## config.mk

```make
export PLATFORM = sky130hd
export DESIGN_NAME = toe_conn_table
export DESIGN_NICKNAME = d
export VERILOG_FILES = /design/src/rtl/toe_pkg.sv /design/src/rtl/toe_tuple_ram.sv /design/src/rtl/toe_conn_table.sv
export SDC_FILE = /design/constraint.sdc
export NUM_CORES = 2
export LEC_CHECK = 0
export BUFFER_PORTS_ARGS = -buffer_cell sky130_fd_sc_hd__buf_2
export CAP_MARGIN = 25
export CORE_MARGIN = 3
export CORE_UTILIZATION = 59
export CTS_BUF_LIST = sky130_fd_sc_hd__clkbuf_8
export CTS_CLUSTER_DIAMETER = 50
export DETAILED_ROUTE_END_ITERATION = 8
export GPL_TIMING_DRIVEN = 0
export HOLD_SLACK_MARGIN = 0.08
export PLACE_DENSITY_LB_ADDON = 0.1
export SETUP_SLACK_MARGIN = 0.05
export SYNTH_ARGS = -nofsm -noshare
export SYNTH_HDL_FRONTEND = slang
export SYNTH_HIERARCHICAL = 1
export SYNTH_SLANG_ARGS = --single-unit
```

## constraint.sdc

```tcl
create_clock -name clk -period 15.3 [get_ports clk]
set_input_delay 0.765 -clock clk [delete_from_list [all_inputs] [get_ports clk]]
set_output_delay 0.765 -clock clk [all_outputs]
set_load 0.02 [all_outputs]
```

## src/rtl/toe_pkg.sv

```systemverilog
// Shared widths, error codes and lookup FSM states for the TOE connection table.
package toe_pkg;

  localparam int TUPLE_W = 192;
  localparam int KEY_W   = 96;
  localparam int ID_W    = 4;
  localparam int MAC_W   = 48;

  // Tuple layout MSB first: {srcmac, dstmac, key}; dstmac sits directly above the key.
  localparam int DSTMAC_LSB = KEY_W;

  localparam logic [1:0] ERR_NONE      = 2'b00;
  localparam logic [1:0] ERR_DUP       = 2'b01;
  localparam logic [1:0] ERR_KILL_FREE = 2'b10;
  localparam logic [1:0] ERR_COLLIDE   = 2'b11;

  typedef enum logic [1:0] {
    IDLE,
    SCAN,
    RESP
  } state_t;

endpackage

```

## src/rtl/toe_tuple_ram.sv

```systemverilog
// Connection tuple storage: one synchronous write port, one combinational read port.
module toe_tuple_ram
  import toe_pkg::*;
#(
  parameter int N_ENTRIES = 16
) (
  input  logic               clk,
  input  logic               we,
  input  logic [ID_W-1:0]    waddr,
  input  logic [TUPLE_W-1:0] wdata,
  input  logic [ID_W-1:0]    raddr,
  output logic [TUPLE_W-1:0] rdata
);

  logic [TUPLE_W-1:0] mem [N_ENTRIES];

  // NOTE: storage is deliberately not reset; slot validity lives in the owner's valid mask.
  always_ff @(posedge clk) begin
    if (we) mem[waddr] <= wdata;
  end

  assign rdata = mem[raddr];

endmodule

```

## src/rtl/toe_conn_table.sv

```systemverilog
// Connection table: install/kill slots and a sequential one-slot-per-cycle key lookup.
module toe_conn_table
  import toe_pkg::*;
#(
  parameter int N_ENTRIES = 16
) (
  input  logic                 clk,
  input  logic                 reset,
  input  logic                 wr_valid,
  input  logic [ID_W-1:0]      wr_id,
  input  logic [TUPLE_W-1:0]   wr_tuple,
  input  logic                 kill_valid,
  input  logic [ID_W-1:0]      kill_id,
  input  logic                 lk_valid,
  input  logic [KEY_W-1:0]     lk_key,
  output logic                 lk_ready,
  output logic                 rsp_valid,
  output logic                 rsp_hit,
  output logic [ID_W-1:0]      rsp_id,
  output logic [MAC_W-1:0]     rsp_dstmac,
  input  logic                 rsp_ready,
  output logic [N_ENTRIES-1:0] valid_mask,
  output logic [1:0]           err
);

  localparam logic [ID_W-1:0] LAST_IDX = ID_W'(N_ENTRIES - 1);

  state_t               state, state_nxt;
  logic [ID_W-1:0]      scan_idx, scan_idx_nxt;
  logic [KEY_W-1:0]     key_q;
  logic [N_ENTRIES-1:0] mask_nxt;
  logic [1:0]           err_nxt;
  logic [TUPLE_W-1:0]   rd_tuple;
  logic                 collide, install_ok, slot_match;
  logic                 hit_nxt;
  logic [ID_W-1:0]      id_nxt;
  logic [MAC_W-1:0]     mac_nxt;

  toe_tuple_ram #(.N_ENTRIES(N_ENTRIES)) u_ram (
    .clk   (clk),
    .we    (install_ok),
    .waddr (wr_id),
    .wdata (wr_tuple),
    .raddr (scan_idx),
    .rdata (rd_tuple)
  );

  // Same-slot install+kill resolves to the kill alone.
  assign collide    = wr_valid && kill_valid && (wr_id == kill_id);
  assign install_ok = wr_valid && !valid_mask[wr_id] && !collide;
  assign slot_match = valid_mask[scan_idx] && (rd_tuple[KEY_W-1:0] == key_q);

  assign lk_ready  = (state == IDLE);
  assign rsp_valid = (state == RESP);

  // NOTE: every always_comb output gets a default first so no path can infer a latch.
  always_comb begin
    mask_nxt = valid_mask;
    if (install_ok) mask_nxt[wr_id]  = 1'b1;
    if (kill_valid) mask_nxt[kill_id] = 1'b0;

    err_nxt = ERR_NONE;
    if (collide)                              err_nxt = ERR_COLLIDE;
    else if (kill_valid && !valid_mask[kill_id]) err_nxt = ERR_KILL_FREE;
    else if (wr_valid && valid_mask[wr_id])   err_nxt = ERR_DUP;
  end

  always_comb begin
    state_nxt    = state;
    scan_idx_nxt = scan_idx;
    hit_nxt      = rsp_hit;
    id_nxt       = rsp_id;
    mac_nxt      = rsp_dstmac;
    unique case (state)
      IDLE: if (lk_valid) begin
        state_nxt    = SCAN;
        scan_idx_nxt = '0;
      end
      SCAN: if (slot_match) begin
        state_nxt = RESP;
        hit_nxt   = 1'b1;
        id_nxt    = scan_idx;
        mac_nxt   = rd_tuple[DSTMAC_LSB +: MAC_W];
      end else if (scan_idx == LAST_IDX) begin
        state_nxt = RESP;
        hit_nxt   = 1'b0;
        id_nxt    = '0;
        mac_nxt   = '0;
      end else begin
        scan_idx_nxt = scan_idx + 1'b1;
      end
      RESP: if (rsp_ready) state_nxt = IDLE;
      default: state_nxt = IDLE;
    endcase
  end

  // NOTE: sequential state uses non-blocking assignments so all registers update together.
  always_ff @(posedge clk) begin
    if (!reset) begin
      state      <= IDLE;
      scan_idx   <= '0;
      valid_mask <= '0;
      err        <= ERR_NONE;
      rsp_hit    <= 1'b0;
      rsp_id     <= '0;
      rsp_dstmac <= '0;
    end else begin
      state      <= state_nxt;
      scan_idx   <= scan_idx_nxt;
      valid_mask <= mask_nxt;
      err        <= err_nxt;
      rsp_hit    <= hit_nxt;
      rsp_id     <= id_nxt;
      rsp_dstmac <= mac_nxt;
    end
  end

  always_ff @(posedge clk) begin
    if (lk_ready && lk_valid) key_q <= lk_key;
  end

endmodule
```

==> Word level (Yosys, flattened, before mapping) <==
Memory sizes are Yosys's and may differ from the RTL's. A register that Yosys moved wholly into a read port is not among the register bits.
Cells that the tools add are included.
{ "classes": {"div": 0, "bitwise": 3, "n_shift": 0, "n_eq_ne": 10, "n_mul": 0, "n_lt_le_gt_ge": 5, "n_reduce_logical": 19, "n_addsub": 1, "n_mux": 34} }
{ "ops": {"columns": ["operator", "count"], "rows": [
  ["$eq A96 B96 Y1", 1],
  ["$mux W48", 2],
  ["$mux W16", 2],
  ["$mux W4", 7],
  ["$and A16 B16 Y16", 1],
  ["$not A16 Y16", 1],
  ["$or A16 B16 Y16", 1],
  ["$lt A4 B5 Y1 const B", 3],
  ["$bmux W1 S4", 3],
  ["$mux W2", 6],
  ["$logic_and A1 B1 Y1", 10],
  ["$mux W1", 10],
  ["$demux W1 S4", 2],
  ["$ge A4 B1 Y1 const B", 2],
  ["$pmux W4 S2", 1],
  ["$ne A2 B2 Y1 const B", 3],
  ["$pmux W2 S3", 1],
  ["$add A4 B1 Y4 const B", 1],
  ["$eq A4 B4 Y1", 1],
  ["$eq A4 B4 Y1 const B", 1],
  ["$reduce_and A4 Y1", 1],
  ["$reduce_bool A2 Y1", 2],
  ["$logic_not A1 Y1", 3],
  ["$ne A3 B3 Y1 const B", 1],
  ["other kinds (6)", 6]
]} }
{ "totals": {"output_inout_bits": 73, "latchBits": 0, "memories": 1, "mem_bits_ro": 0, "reg_bits": 173, "ram_bits": 3072, "input_bits": 302} }
{ "memory_table": {"columns": ["name", "depth", "width", "rd", "rd_ports_with_merged_regs", "write_ports", "line_no", "source"], "rows": [
  ["u_ram.mem", 16, 192, 1, 1, 1, "toe_tuple_ram.sv:15", "logic [TUPLE_W-1:0] mem [N_ENTRIES];"]
]} }

==> Depth between registers and ports, before layout <==
{ "depth": {"word_depth": 8, "ltp_mapped": 19, "mapped_depth_nobuf": 11} }

==> Hierarchy <==
Netlist, hierarchy kept.
{ "by_module_without_submodules": {"columns": ["mod", "cells_each", "seq_area_each_um2", "n_inst", "area_each_um2"], "rows": [
  ["toe_tuple_ram", 4832, 92248.5, 1, 114959.0],
  ["toe_conn_table", 514, 4424.2, 1, 7220.7]
]} }

==> Worst setup path after synthesis <==
No wires, ideal clock.
{ "synth_path": {"path_kind": "input port to flip-flop", "from": "input wr_id[0]", "to": "memory u_ram.mem[0][0] (enable)", "t_arrival_ns": 15.335, "stages": 8, "setup_slack_ns": -1.017, "n_path_buf": 2, "t_required_ns": 14.318, "cell_sequence": "buf_6 > mux4_2 > mux2i_1 > mux2_2 > and3_1 > buf_2 > or3b_2 > nor3_1"} }
{ "synth_via": {"elab_chain_len": 7} }
{ "synth_lines": {"columns": ["element", "line_no", "source"], "rows": [
  ["from (decl)", "toe_conn_table.sv:10", "input logic [ID_W-1:0] wr_id,"],
  ["$bmux W1 S4", "toe_conn_table.sv:50", "assign install_ok = wr_valid && !valid_mask[wr_id] && !collide;"],
  ["$mux W1 (implied by the code)", "toe_conn_table.sv:50", null],
  ["$logic_not A1 Y1", "toe_conn_table.sv:50", null],
  ["$logic_and A1 B1 Y1", "toe_conn_table.sv:50", null],
  ["$logic_and A1 B1 Y1 *", "toe_conn_table.sv:50", null],
  ["via install_ok", "toe_conn_table.sv:34", "logic collide, install_ok, slot_match;"],
  ["$mux W1 *", "toe_tuple_ram.sv:19", "if (we) mem[waddr] <= wdata;"],
  ["$mux W1 (implied by the code) *", "toe_tuple_ram.sv:19", null],
  ["to (decl)", "toe_tuple_ram.sv:15", null]
]} }
The timed path passes the listed nets; every way through them passes the cells marked *. The select of a mux whose other input is x is not followed.

==> Worst setup path in the final report <==
{ "layout_path": {"from": "register scan_idx[1]", "to": "register rsp_dstmac[13]"} }
{ "layout_via": {"elab_chain_len": 5} }
{ "layout_lines": {"columns": ["element", "line_no", "source"], "rows": [
  ["from (decl)", "toe_conn_table.sv:29", "logic [ID_W-1:0] scan_idx, scan_idx_nxt;"],
  ["from (signal assigned)", "toe_conn_table.sv:109", "scan_idx <= scan_idx_nxt;"],
  ["$bmux W1 S4", "toe_conn_table.sv:51", "assign slot_match = valid_mask[scan_idx] && (rd_tuple[KEY_W-1:0] == key_q);"],
  ["$mux W1 (implied by the code)", "toe_conn_table.sv:51", null],
  ["$logic_and A1 B1 Y1", "toe_conn_table.sv:51", null],
  ["$reduce_bool A2 Y1 (no source line)", null, null],
  ["$reduce_and A2 Y1 (no source line)", null, null],
  ["to (signal assigned)", "toe_conn_table.sv:114", "rsp_dstmac <= mac_nxt;"],
  ["to (decl)", "toe_conn_table.sv:20", "output logic [MAC_W-1:0] rsp_dstmac,"]
]} }
Several ways; a longest one is shown, not always the timed one. The select of a mux whose other input is x is not followed.
A chain may end at the register's enable or synchronous reset.

==> metrics.yaml <==
status: "completed"
synth_nets: 4486
dp_hpwl_um: 167000
setup_viol: 0
num_vias: 49400
power_mw: 13.6
rsz0062_at_grt: "no"
vias_per_cell: 6.40
setup-tns-final_ns: 0
grt_max_degree: 76
avgSynthCellArea_um2: 22.4
critPathKind: "reg -> reg"
hold_buffers: 239
die_h_um: 404
finalCritPeriodShare: 0.461
die_w_um: 404
critPathCaptureType: "register"
htreeDepth: 5
portBuffers: 324
netlist_area_um2: 93700
num-nets-final: 5627
drv_cap: 0
endpoint: "rsp_dstmac[13]"
ant_nets: 0
final_layout_size_suffix_gt1_frac: 0.302
numClockSinks: 2477
switching_power_mw: 3.01
leakagePower_nw: 36.3
clk_pin_slew_ns: 0.06
slew_headroom: 0.246
ioPinCount: 375
required_ns: 16.19
fmax_ghz: 0.142
first_iter_violations: 6315
reg2reg_depth: 15
peakVddDrop_uv: 131
row_count: 145
design_area_um2: 111000
pre_cts_slack_ns: 8.30
finalHoldViolCount: 0
synthCells: 4183
cts_tree: "done"
place_congestion: 0.808
synth_warnings: 6
cellPowerDensity_nw_per_um2: 123
cts_setup_buffers: 0
core-area_um2: 157000
drc_errors: 0
fin_skew_ns: 0.0629
root_buffer: "clkbuf_8"
startpoint: "scan_idx[1]"
wl_per_cell_um: 32.5
area.growth.synth_to_final_pct: 18.0
grt_overflow: 0
finalWorstSetupSlack_ns: 8.25
startpoint_type: "register"
fillers: 9530
drtPass1Iterations: 5
p_sw_frac: 0.222
grt_pass1_wl_um: 357000
pwr-share-clk: 0.382
routed_wl_um: 251000
r2r-end: "rsp_dstmac[13]"
slew_viol_final: 0
power_frac_seq: 0.559
pwr-share-comb: 0.059
clockBufferDepth: 4
path_max_fanout: 10
r2r-start: "scan_idx[1]"
cp.arrival_ns: 7.94
antenna_found_initial: 33
insertion_delay_ns: 1.03
holdCritPathClass: "in -> reg"
grt_util_all_layers: 0.311
cts_inserted_buffers: 400
grt_pass1_vias: 49200
min_period_ns: 7.05
tightest_slew_ns: 1.13
place_area_um2: 101000
ff2ff_setup_slack_ns: 8.25
p_int_mw: 10.5
dieArea_um2: 164000
post_cts_resized: 0
start_util: 0.597
worst min-delay path by stage:
stage	cells past startpoint	endpoint	from
floorplan	3	scan_idx[0]	scan_idx[0]
global placement	1	rsp_dstmac[36]	rsp_dstmac[36]
detailed placement	1	rsp_dstmac[8]	rsp_dstmac[8]
CTS	1	u_ram/mem[10][67]	wr_tuple[67]
global route	1	u_ram/mem[10][67]	wr_tuple[67]
finish	1	u_ram/mem[6][67]	wr_tuple[67]
final cells by class:
cell class                 count  area [um^2]  area share
multi-input combinational   1431        18800       0.170
timing repair buffer         739         6910      0.0625
antenna                       24         60.1    0.000543
sequential                  2477        73600       0.666
inverter                      10         42.5    0.000385
clock buffer                 419         5770      0.0522
clock inverter               291         1430      0.0130
tap                         2058         2570      0.0233
buffer                       265         1360      0.0123
power groups by stage:
stage	clock network, mW	registers, mW	logic [mW]
3_3_place_gp	0	7.76	0.702
4_1_cts	5.27	7.57	0.804
2_1_floorplan	0	7.73	0.402
3_5_place_dp	0	7.71	0.749
5_1_grt	5.58	7.57	0.847
6_report	5.18	7.57	0.801
per-layer routing:
metal	track usage	wire, um	vias to the layer above
met4	0.110	8480	10
met5	0	64	-
li1	-	-	20100
met1	0.447	96400	25900
met2	0.480	120000	2940
met3	0.0704	26200	452
metrics by stage:
stage	cells	util	hold WS [ns]
after CTS	7688	0.704	0.0819
after floorplan	4183	-	0.599
final	7714	0.704	0.176
after detailed placement	6739	0.643	0.461
after global placement	6565	0.624	0.459
after global routing	7696	0.704	0.131
worst max-delay path, cell delays in order (launching register included):
cell,delay (ns)
dfxtp_1,0.35
buf_2,0.20
buf_2,0.27
buf_2,0.58
clkbuf_1,0.84
mux4_2,0.41
a22oi_1,0.23
nand2_1,0.22
xor2_1,0.32
nor4_1,0.94
nand4_1,0.50
nor2_1,0.64
a31o_2,0.30
a21oi_2,0.27
buf_2,0.47
a22o_1,0.34
flip-flops by register name (all words and copies together) (netlist names):
| signal | cells |
|---|---|
| key_q | 96 |
| err | 2 |
| scan_idx | 4 |
| rsp_dstmac | 48 |
| valid_mask | 16 |
| rsp_hit | 1 |
| rsp_id | 4 |
| state | 2 |
| u_ram/mem | 2304 |
layout by cell type, fill, tap and decap left out, types with 21 or more instances in the layout:
master            n
clkbuf_8        419
buf_12           67
xor2_1           96
clkinv_2         42
a22o_1           51
a21oi_1          37
inv_1           159
buf_2           416
dlygate4sd3_1   239
dfxtp_1          77
buf_16           21
clkbuf_1        103
buf_6            75
mux4_2          548
buf_1            23
nor4_1           24
diode_2          24
clkinv_1         77
o22ai_1          21
mux2i_1          98
a211oi_1         24
edfxtp_1       2400
a22oi_1         248
nor2_1           21
nand2_1         135
buf_4            45
(Power assumes the default switching activity.)
